[src/rtl/im2col_pkg.sv]
// im2col_pkg: shared FSM encoding, skid FIFO depth and FIFO word tag layout for im2col_fetch
package im2col_pkg;
  typedef enum logic [4:0] {
    IDLE  = 5'b00001,
    CHECK = 5'b00010,
    RUN   = 5'b00100,
    DRAIN = 5'b01000,
    DONE  = 5'b10000
  } state_t;
  localparam int FIFO_DEPTH = 2;
  localparam int CNT_W = $clog2(FIFO_DEPTH + 1);
  // FIFO word is {frame_last, col_last, data}
  localparam int TAG_W = 2;
  function automatic logic [TAG_W-1:0] mk_tag(input logic fl, input logic cl);
    return {fl, cl};
  endfunction
endpackage

[src/rtl/im2col_skid_fifo.sv]
// im2col_skid_fifo: FIFO_DEPTH-entry skid FIFO with occupancy count
module im2col_skid_fifo
  import im2col_pkg::*;
#(
  parameter int WIDTH = 34
) (
  input  logic             clk,
  input  logic             rst,
  input  logic             push,
  input  logic [WIDTH-1:0] din,
  input  logic             pop,
  output logic [WIDTH-1:0] dout,
  output logic [CNT_W-1:0] count
);
  localparam int PW = $clog2(FIFO_DEPTH);
  logic [WIDTH-1:0] mem [FIFO_DEPTH];
  logic [PW-1:0] wp, rp;
  assign dout = mem[rp];
  always_ff @(posedge clk)
    if (rst) begin
      for (int i = 0; i < FIFO_DEPTH; i++) mem[i] <= '0;
      wp <= '0;
      rp <= '0;
      count <= '0;
    end else begin
      if (push) begin
        mem[wp] <= din;
        wp <= wp + PW'(1);
      end
      if (pop) rp <= rp + PW'(1);
      count <= count + CNT_W'(push) - CNT_W'(pop);
    end
endmodule

[src/rtl/im2col_fetch.sv]
// im2col_fetch: im2col address generator and patch streamer over the ifmap read port.
// Optional one-pixel zero padding is built when IM2COL_PAD_EN is defined.
module im2col_fetch
  import im2col_pkg::*;
#(
  parameter int DATA_WIDTH = 32,
  parameter int ADDR_SIZE  = 12,
  parameter int DIM_W      = 8
) (
  input  logic                  clk,
  input  logic                  rst,
  input  logic                  start,
  input  logic [DIM_W-1:0]      cfg_h,
  input  logic [DIM_W-1:0]      cfg_w,
  input  logic [DIM_W-1:0]      cfg_c,
  input  logic [DIM_W-1:0]      cfg_k,
  input  logic [DIM_W-1:0]      cfg_s,
`ifdef IM2COL_PAD_EN
  input  logic                  cfg_pad,
`endif
  output logic [ADDR_SIZE-1:0]  tensor_addr,
  output logic                  t_addr_vld,
  input  logic [DATA_WIDTH-1:0] tensor_data,
  output logic [DATA_WIDTH-1:0] col_data,
  output logic                  col_valid,
  input  logic                  col_ready,
  output logic                  col_last,
  output logic                  frame_last,
  output logic                  busy,
  output logic                  done,
  output logic                  cfg_err
);
  localparam int EW = DIM_W + 2;
  localparam int FW = DATA_WIDTH + TAG_W;
  state_t state, state_n;
  logic [DIM_W-1:0] h, w, c, k, s, kx, ky, ci;
  logic [EW-1:0] he, we, oh, ow, ox, oy, oh_n, ow_n, s_div;
  logic [ADDR_SIZE-1:0] cur, row, chan, patch, line, hw, sw, wa, sa, base0;
  logic [ADDR_SIZE-1:0] row_n, chan_n, patch_n, line_n, p_nx, ch_nx, r_nx, cur_nx;
  logic [TAG_W-1:0] tag_d;
  logic [CNT_W-1:0] cnt;
  logic [CNT_W:0] occ;
  logic [FW-1:0] head;
  logic [DATA_WIDTH-1:0] push_data;
  logic inflight, pop, issue, oob, cfg_bad, lx, ly, lc, lox, loy, c1, c2, c3, last_el;
`ifdef IM2COL_PAD_EN
  logic pad, zero_d;
  logic [EW-1:0] oys, oxs, iy, ix;
  assign he = EW'(h) + (pad ? EW'(2) : EW'(0));
  assign we = EW'(w) + (pad ? EW'(2) : EW'(0));
  assign base0 = pad ? ~ADDR_SIZE'(w) : '0;
  assign iy = oys + EW'(ky);
  assign ix = oxs + EW'(kx);
  // padded coordinates: row/col 0 and H+1/W+1 are the zero border
  assign oob = pad && (iy == '0 || ix == '0 || iy > EW'(h) || ix > EW'(w));
  assign push_data = zero_d ? '0 : tensor_data;
`else
  assign he = EW'(h);
  assign we = EW'(w);
  assign base0 = '0;
  assign oob = 1'b0;
  assign push_data = tensor_data;
`endif
  assign cfg_bad = k == '0 || s == '0 || c == '0 || EW'(k) > he || EW'(k) > we;
  assign s_div = (s == '0) ? EW'(1) : EW'(s);
  assign oh_n = (he - EW'(k)) / s_div + EW'(1);
  assign ow_n = (we - EW'(k)) / s_div + EW'(1);
  assign lx = kx == k - DIM_W'(1);
  assign ly = ky == k - DIM_W'(1);
  assign lc = ci == c - DIM_W'(1);
  assign lox = ox == ow - EW'(1);
  assign loy = oy == oh - EW'(1);
  assign c1 = lx & ly;
  assign c2 = c1 & lc;
  assign c3 = c2 & lox;
  assign last_el = c3 & loy;
  assign row_n = row + wa;
  assign chan_n = chan + hw;
  assign patch_n = patch + sa;
  assign line_n = line + sw;
  assign p_nx = c3 ? line_n : patch_n;
  assign ch_nx = c2 ? p_nx : chan_n;
  assign r_nx = c1 ? ch_nx : row_n;
  assign cur_nx = lx ? r_nx : cur + ADDR_SIZE'(1);
  assign col_valid = cnt != '0;
  assign pop = col_valid & col_ready;
  // the same-cycle pop frees a slot, which sustains one element per cycle
  assign occ = (CNT_W+1)'(cnt) + (CNT_W+1)'(inflight) - (CNT_W+1)'(pop);
  assign issue = state == RUN && occ < (CNT_W+1)'(FIFO_DEPTH);
  assign t_addr_vld = issue & ~oob;
  assign tensor_addr = cur;
  assign {frame_last, col_last, col_data} = head;
  assign busy = state != IDLE;
  assign done = state == DONE;
  always_comb begin
    state_n = state;
    case (state)
      IDLE:    if (start) state_n = CHECK;
      CHECK:   state_n = cfg_bad ? DONE : RUN;
      RUN:     if (issue && last_el) state_n = DRAIN;
      DRAIN:   if (cnt == '0 && !inflight) state_n = DONE;
      DONE:    state_n = IDLE;
      default: state_n = IDLE;
    endcase
  end
  always_ff @(posedge clk)
    if (rst) begin
      state <= IDLE;
      {h, w, c, k, s, kx, ky, ci} <= '0;
      {oh, ow, ox, oy} <= '0;
      {cur, row, chan, patch, line, hw, sw, wa, sa} <= '0;
      tag_d <= '0;
      inflight <= 1'b0;
      cfg_err <= 1'b0;
`ifdef IM2COL_PAD_EN
      {pad, zero_d} <= '0;
      {oys, oxs} <= '0;
`endif
    end else begin
      state <= state_n;
      inflight <= issue;
      tag_d <= mk_tag(last_el, c2);
`ifdef IM2COL_PAD_EN
      zero_d <= oob;
`endif
      if (state == IDLE && start) begin
        {h, w, c, k, s} <= {cfg_h, cfg_w, cfg_c, cfg_k, cfg_s};
        cfg_err <= 1'b0;
`ifdef IM2COL_PAD_EN
        pad <= cfg_pad;
`endif
      end
      if (state == CHECK) begin
        cfg_err <= cfg_bad;
        oh <= oh_n;
        ow <= ow_n;
        hw <= ADDR_SIZE'(h) * ADDR_SIZE'(w);
        sw <= ADDR_SIZE'(s) * ADDR_SIZE'(w);
        wa <= ADDR_SIZE'(w);
        sa <= ADDR_SIZE'(s);
        {kx, ky, ci} <= '0;
        {ox, oy} <= '0;
        {cur, row, chan, patch, line} <= {5{base0}};
`ifdef IM2COL_PAD_EN
        {oys, oxs} <= '0;
`endif
      end
      if (issue) begin
        cur <= cur_nx;
        kx <= lx ? '0 : kx + DIM_W'(1);
        if (lx) begin
          row <= r_nx;
          ky <= ly ? '0 : ky + DIM_W'(1);
        end
        if (c1) begin
          chan <= ch_nx;
          ci <= lc ? '0 : ci + DIM_W'(1);
        end
        if (c2) begin
          patch <= p_nx;
          ox <= lox ? '0 : ox + EW'(1);
`ifdef IM2COL_PAD_EN
          oxs <= lox ? '0 : oxs + EW'(s);
`endif
        end
        if (c3) begin
          line <= line_n;
          oy <= oy + EW'(1);
`ifdef IM2COL_PAD_EN
          oys <= oys + EW'(s);
`endif
        end
      end
    end
  im2col_skid_fifo #(.WIDTH(FW)) u_fifo (
    .clk   (clk),
    .rst   (rst),
    .push  (inflight),
    .din   ({tag_d, push_data}),
    .pop   (pop),
    .dout  (head),
    .count (cnt)
  );
endmodule
[config.mk]
export PLATFORM = sky130hd
export DESIGN_NAME = im2col_fetch
export DESIGN_NICKNAME = d
export VERILOG_FILES = /design/src/rtl/im2col_pkg.sv /design/src/rtl/im2col_skid_fifo.sv /design/src/rtl/im2col_fetch.sv
export SDC_FILE = /design/constraint.sdc
export NUM_CORES = 1
export LEC_CHECK = 0
export CORE_UTILIZATION = 32
export DETAILED_ROUTE_END_ITERATION = 10
export GPL_ROUTABILITY_DRIVEN = 0
export PLACE_DENSITY = 0.55
export SLEW_MARGIN = 40
export SYNTH_ARGS = -nofsm -noshare
export SYNTH_HDL_FRONTEND = slang
export SYNTH_HIERARCHICAL = 1
export SYNTH_SLANG_ARGS = --single-unit
[constraint.sdc]
create_clock -name clk -period 28 [get_ports clk]
set_input_delay 8.4 -clock clk [delete_from_list [all_inputs] [get_ports clk]]
set_output_delay 8.4 -clock clk [all_outputs]
set_load 0.005 [all_outputs]
### After elaboration in Yosys (flattened, before gate mapping)

Memory sizes are Yosys's and may differ from the RTL's. A register that Yosys moved wholly into a read port is not among the register bits.
Cells that the tools add are included.

| storage, ports and cells | value |
|---|---|
| memories kept | 1 |
| ROM bits | 0 |
| bits in registers | 217 |
| latch bits | 0 |
| RAM bits | 68 |
| input bits | 76 |
| logic and storage cells | 151 |

| operators by class | value |
|---|---|
| shift operators | 0 |
| muxes and demuxes | 54 |
| $lt $le $gt $ge | 3 |
| reduce and logical (&&, ||, !) cells | 18 |
| bitwise gates (word level) | 5 |
| multipliers | 2 |
| equality and inequality tests | 14 |
| add/sub/neg operators | 24 |
| div/mod/pow operators | 2 |

Memory list:

| memory | depth | bits a word | read ports | clocked after memory_dff | write ports | RTL line | RTL |
|---|---|---|---|---|---|---|---|
| u_fifo.mem | 2 | 34 | 1 | 1 | 2 | im2col_skid_fifo.sv:16 | `logic [WIDTH-1:0] mem [FIFO_DEPTH];` |

Operators with widths:

| cell | number |
|---|---|
| 12-bit two-way mux | 18 |
| 8-bit two-way mux | 12 |
| 10-bit two-way mux | 7 |
| 10-bit by 1-bit adder with 10-bit output (second input constant) | 4 |
| 34-bit two-way mux | 1 |
| 34-bit OR reduction | 1 |
| 12-bit adder | 2 |
| 12-bit by 8-bit adder with 12-bit output | 2 |
| 8-bit by 1-bit adder with 8-bit output (second input constant) | 3 |
| 8-bit == test | 3 |
| 8-bit logical NOT | 3 |
| 8-bit by 8-bit multiplier with 12-bit output | 2 |
| 10-bit by 10-bit divider with 10-bit output | 2 |
| 10-bit == test | 2 |
| 5-bit two-way mux | 4 |
| 5-bit case mux with 4 select lines | 1 |
| 10-bit by 1-bit subtractor with 10-bit output (second input constant) | 2 |
| 8-bit by 8-bit subtractor with 9-bit output | 2 |
| 8-bit greater-than comparator | 2 |
| 8-bit by 1-bit subtractor with 8-bit output (second input constant) | 2 |
| 12-bit by 1-bit adder with 12-bit output (second input constant) | 1 |
| 1-bit two-way mux | 11 |
| 2-bit nonzero test | 3 |
| 1-bit bitwise AND | 5 |
| 19 further kinds | 27 |

### Depth between registers and ports, before layout

| logic depth | value |
|---|---|
| word-level depth | 10 |
| gate-level depth with buffers | 92 |
| depth with buffers taken out | 88 |

### Cells and area by module

Netlist, hierarchy kept.

By module, submodules not included:

| module | seq. area each (µm²) | instances | cells an instance | area an instance (µm²) |
|---|---|---|---|---|
| im2col_fetch | 4264.1 | 1 | 2703 | 20813.7 |
| im2col_skid_fifo | 2142.1 | 1 | 240 | 3364.5 |

### Worst setup path before layout

Ideal clock, no wire load.

| timing | value |
|---|---|
| kind | input-to-output |
| start point | input col_ready |
| end point | output t_addr_vld |
| buffers on the path | 1 |
| stages on the path | 8 |
| setup slack | 9.480 ns |
| arrival time | 10.120 ns |
| path through | and2_1 -> ha_1 -> nand2b_1 -> fa_1 -> xnor2_1 -> nand3_1 -> inv_1 -> clkbuf_1 |

| on the way | value |
|---|---|
| longest elaborated chain between the ends | 4 |

Ends and longest elaborated chain:

| item | RTL line | RTL |
|---|---|---|
| from (decl) | im2col_fetch.sv:26 | `input logic col_ready,` |
| 1-bit bitwise AND | im2col_fetch.sv:86 | `assign pop = col_valid & col_ready;` |
| 3-bit by 1-bit subtractor with 3-bit output | im2col_fetch.sv:88 | `assign occ = (CNT_W+1)'(cnt) + (CNT_W+1)'(inflight) - (CNT_W+1)'(pop);` |
| 3-bit by 2-bit < comparator with 1-bit output | im2col_fetch.sv:89 | `assign issue = state == RUN && occ < (CNT_W+1)'(FIFO_DEPTH);` |
| 1-bit logical AND | im2col_fetch.sv:89 |  |
| to (decl) | im2col_fetch.sv:22 | `output logic t_addr_vld,` |

Every way passes these cells.

### Worst setup path after layout

| timing | value |
|---|---|
| start point | input col_ready |
| end point | output t_addr_vld |

| on the way | value |
|---|---|
| longest elaborated chain between the ends | 4 |

Ends and longest elaborated chain:

| item | RTL line | RTL |
|---|---|---|
| 1-bit bitwise AND | im2col_fetch.sv:86 |  |
| named net pop | im2col_fetch.sv:45 | `logic inflight, pop, issue, oob, cfg_bad, lx, ly, lc, lox, loy, c1, c2, c3, last_el;` |
| 3-bit by 1-bit subtractor with 3-bit output | im2col_fetch.sv:88 |  |
| 3-bit by 2-bit < comparator with 1-bit output | im2col_fetch.sv:89 |  |
| 1-bit logical AND | im2col_fetch.sv:89 |  |

The timed path passes the listed nets, and every way through them passes these cells.

==> results by group <==
Outcome
  – Status: complete, no violations

Synthesis
  – Cells after synthesis: about 2900
  – Area share of fa/ha/maj cells after synthesis: between 15 and 20%
  – Netlist cell types: 87
  – Post-synthesis mux area share: around 4.4%
  – Largest family of logic cells by synthesized area: simple AND/OR/NAND/NOR gates
  – #FFs+latches synth: around 290
  – Synth Cell Area: around 0.024 mm²
  – Compound-Gate Fraction of Synth Area: 17.4%
  – Yosys warns: 6
  – Avg Synthesized Cell Area: 8.22 µm²
  – Async S/R FF share, synth: 0%
  – Post-Synth XOR/XNOR Area: between 6 and 7%
  – Main synth FF type: dfxtp_1
  – Syn Nets: around 3300
  – Post-synth EDFFs: between 60 and 70
  – Simple-Gate Fraction of Synth Area: between 20 and 25%
  – Register area share after synthesis: about a quarter

CTS
  – CTS tree: yes
  – # hold bufs at CTS: 0
  – CTS Buffer Depth: 3
  – Clock-pin slew on the worst setup and hold paths: about 0.050 ns
  – Num CTS Buffers: 36
  – Post-CTS Setup Bufs: 0
  – Max H-tree Level: 2
  – Worst skew pair latency: around 0.55 ns
  – Post-cts resize count: 0
  – Clock sinks: around 290
  – Root buf cell: clkbuf_16

GRT
  – Antenna violations before repair: 2
  – Met1 Use GR: 26.5%
  – Gr usage total: 18.2%
  – Total gr overflow: 0
  – Largest net degree at the start of global routing: 85
  – First-pass GRT wire length: between 100 and 150 mm
  – Met3 Use GR: slightly above 3%
  – Number of global-route vias before repair: 19800
  – GR Util met2: 28.0%
  – GRT busiest layer: met2

Setup path
  – CP cell instances: clkdlybuf4s50_1, and2_1, ha_1, nand2b_1, fa_1, xnor2_1, nand3_1, inv_1, clkdlybuf4s50_1
  – CP startpoint kind: input pin
  – Critical-path maximum fanout: 17
  – Slowest CP cell: inv_1
  – Critical path class: input pin to output port
  – WP buf/inv: 3
  – CP most frequent cell: clkdlybuf4s50_1
  – WP data required: 19.60 ns
  – CP Capture Type: output port
  – Family with the most delay on the worst path: buffers and inverters
  – CP max stage delay: around 0.74 ns
  – Critical path arrival: ~12 ns

Cells and area
  – # diodes: 0
  – Layout fillers: about 7700
  – Multi-input logic area: 0.0166 mm²
  – Layout cells sized above 1: about 6.5%
  – Reg area: approximately 0.0064 mm²
  – Most frequent cells in the layout: nand2_1 (392), nor2_1 (259), ha_1 (226)
  – Most common cell after layout, fill and taps aside: nand2_1
  – NumNets Final: between 3000 and 4000
  – Area grow syn2layout: 14.3%

Timing
  – Fmax: approximately 0.05 GHz
  – Final setup fails: 0
  – Setup Skew: between 0.02 and 0.025 ns
  – Period utilization: slightly above 70%
  – Tmin final: ~20 ns
  – Final hold violation count: 0
  – Slew Limit Fails: 0
  – Post-route setup TNS: 0 ns
  – Slew @ Worst Pin: between 0.8 and 0.9 ns
  – Worst rel slew slack: between 40% and 50%
  – RSZ-0062 raised after global routing: no

Routing
  – Post-DRT Antenna Nets: 0
  – Drt first pass iters: 5
  – Via count: between 20000 and 25000
  – Vias per inst: 5.22
  – Avg WL per Cell: 17.7 µm
  – WL final: about 70 mm
  – Iter 0 DRT Violations: 1486
  – DRC: 0

Floorplanning
  – # IOs: 127
  – Core area: approximately 0.075 mm²
  – Die X: between 200 and 300 µm
  – Die height: about 280 µm
  – Row count: 100
  – Initial Util: roughly a third
  – Die area: around 0.077 mm²

Placed design
  – Port Buffer Count: 126
  – Final HPWL from detailed placement: ~53 mm

Run
  – Max cap viols: 0

Worst hold path
  – Worst hold path class: register to register
[metal layers]
metal  vias to the layer above  part of all wire (%)  routed length [µm]
li1                      10500                     -                   -
met2                       505                    43               30500
met4                         2                   1.6                1160
met3                        67                   5.5                3890
met1                      9860                    50               35600
met5                         -                 0.017                  12
[worst paths after layout]
kind                   from         end  slack (ns)  cells after the start
setup / recovery  col_ready  t_addr_vld        7.69                      9
hold / removal        wa[0]       wa[0]        0.46                      2
setup reg to reg       w[6]       ow[8]        7.92                     76
hold reg to reg       wa[0]       wa[0]        0.46                      2
[cell families (layout without fill, tap and decap cells)]
logic type | after synthesis | count (layout)
simple gates | 1138 | 1138
mux | 88 | 88
fa+ha+maj | 297 | 297
compound gates | 664 | 664
buf+inv | 296 | 401
xor+xnor | 174 | 174
flops | 286 | 286
[sequential cells by signal, indices dropped and copies added, names as in the netlist, 10 cells and up, named ones only]
name	count
hw	12
line	12
row	12
sw	12
patch	12
u_fifo/mem	68
ow	10
chan	12
tensor_addr	12
oh	10
ox	10
oy	10
[synth_stat cells, types with 64 or more instances]
cell type,count,area (µm²)
nand2_1,392,1470
nor2_1,262,983
ha_1,226,2830
dfxtp_1,218,4360
a21oi_1,210,1050
inv_1,177,664
o21ai_0,152,761
xnor2_1,108,946
clkbuf_1,97,364
nand3_1,77,385
fa_1,69,1380
edfxtp_1,68,2040
nand2b_1,66,413
and2_1,65,407
nor3_1,64,320
[worst register-to-register path: cells and delay by family, from the launching register on]
kind            cells  cell delay (ns)
compound gates     35             8.68
xor+xnor            1             0.11
fa+ha+maj          12             3.61
buf+inv             4             0.82
flops               1             0.84
mux                 5             1.64
simple gates       19             4.32
[stage by stage]
| stage | util, % | cells | hold slack (ns) | instance area, µm² | setup slack, ns |
|---|---|---|---|---|---|
| CTS | 37.0 | 4017 | 0.463 | 27600 | 7.67 |
| global placement | 35.4 | 3953 | 0.446 | 26400 | 7.82 |
| finish | 37.1 | 4017 | 0.459 | 27600 | 7.69 |
| floorplan | - | 2943 | 0.427 | 24200 | 9.48 |
| detailed placement | 35.4 | 3954 | 0.454 | 26400 | 7.68 |
| global route | 37.1 | 4017 | 0.481 | 27600 | 6.24 |
[cell type report]
cell class                      instances  area share, %
Inverter                              177           2.40
Tap cell                              969           4.39
Multi-Input combinational cell       2361           60.1
Clock buffer                           46           3.66
Timing Repair Buffer                  161           5.54
Clock inverter                         17          0.752
Sequential cell                       286           23.2
Power is left out: the tool's default activity adds up to more than one toggle a clock period on the data nets, which glitch-free logic cannot reach.
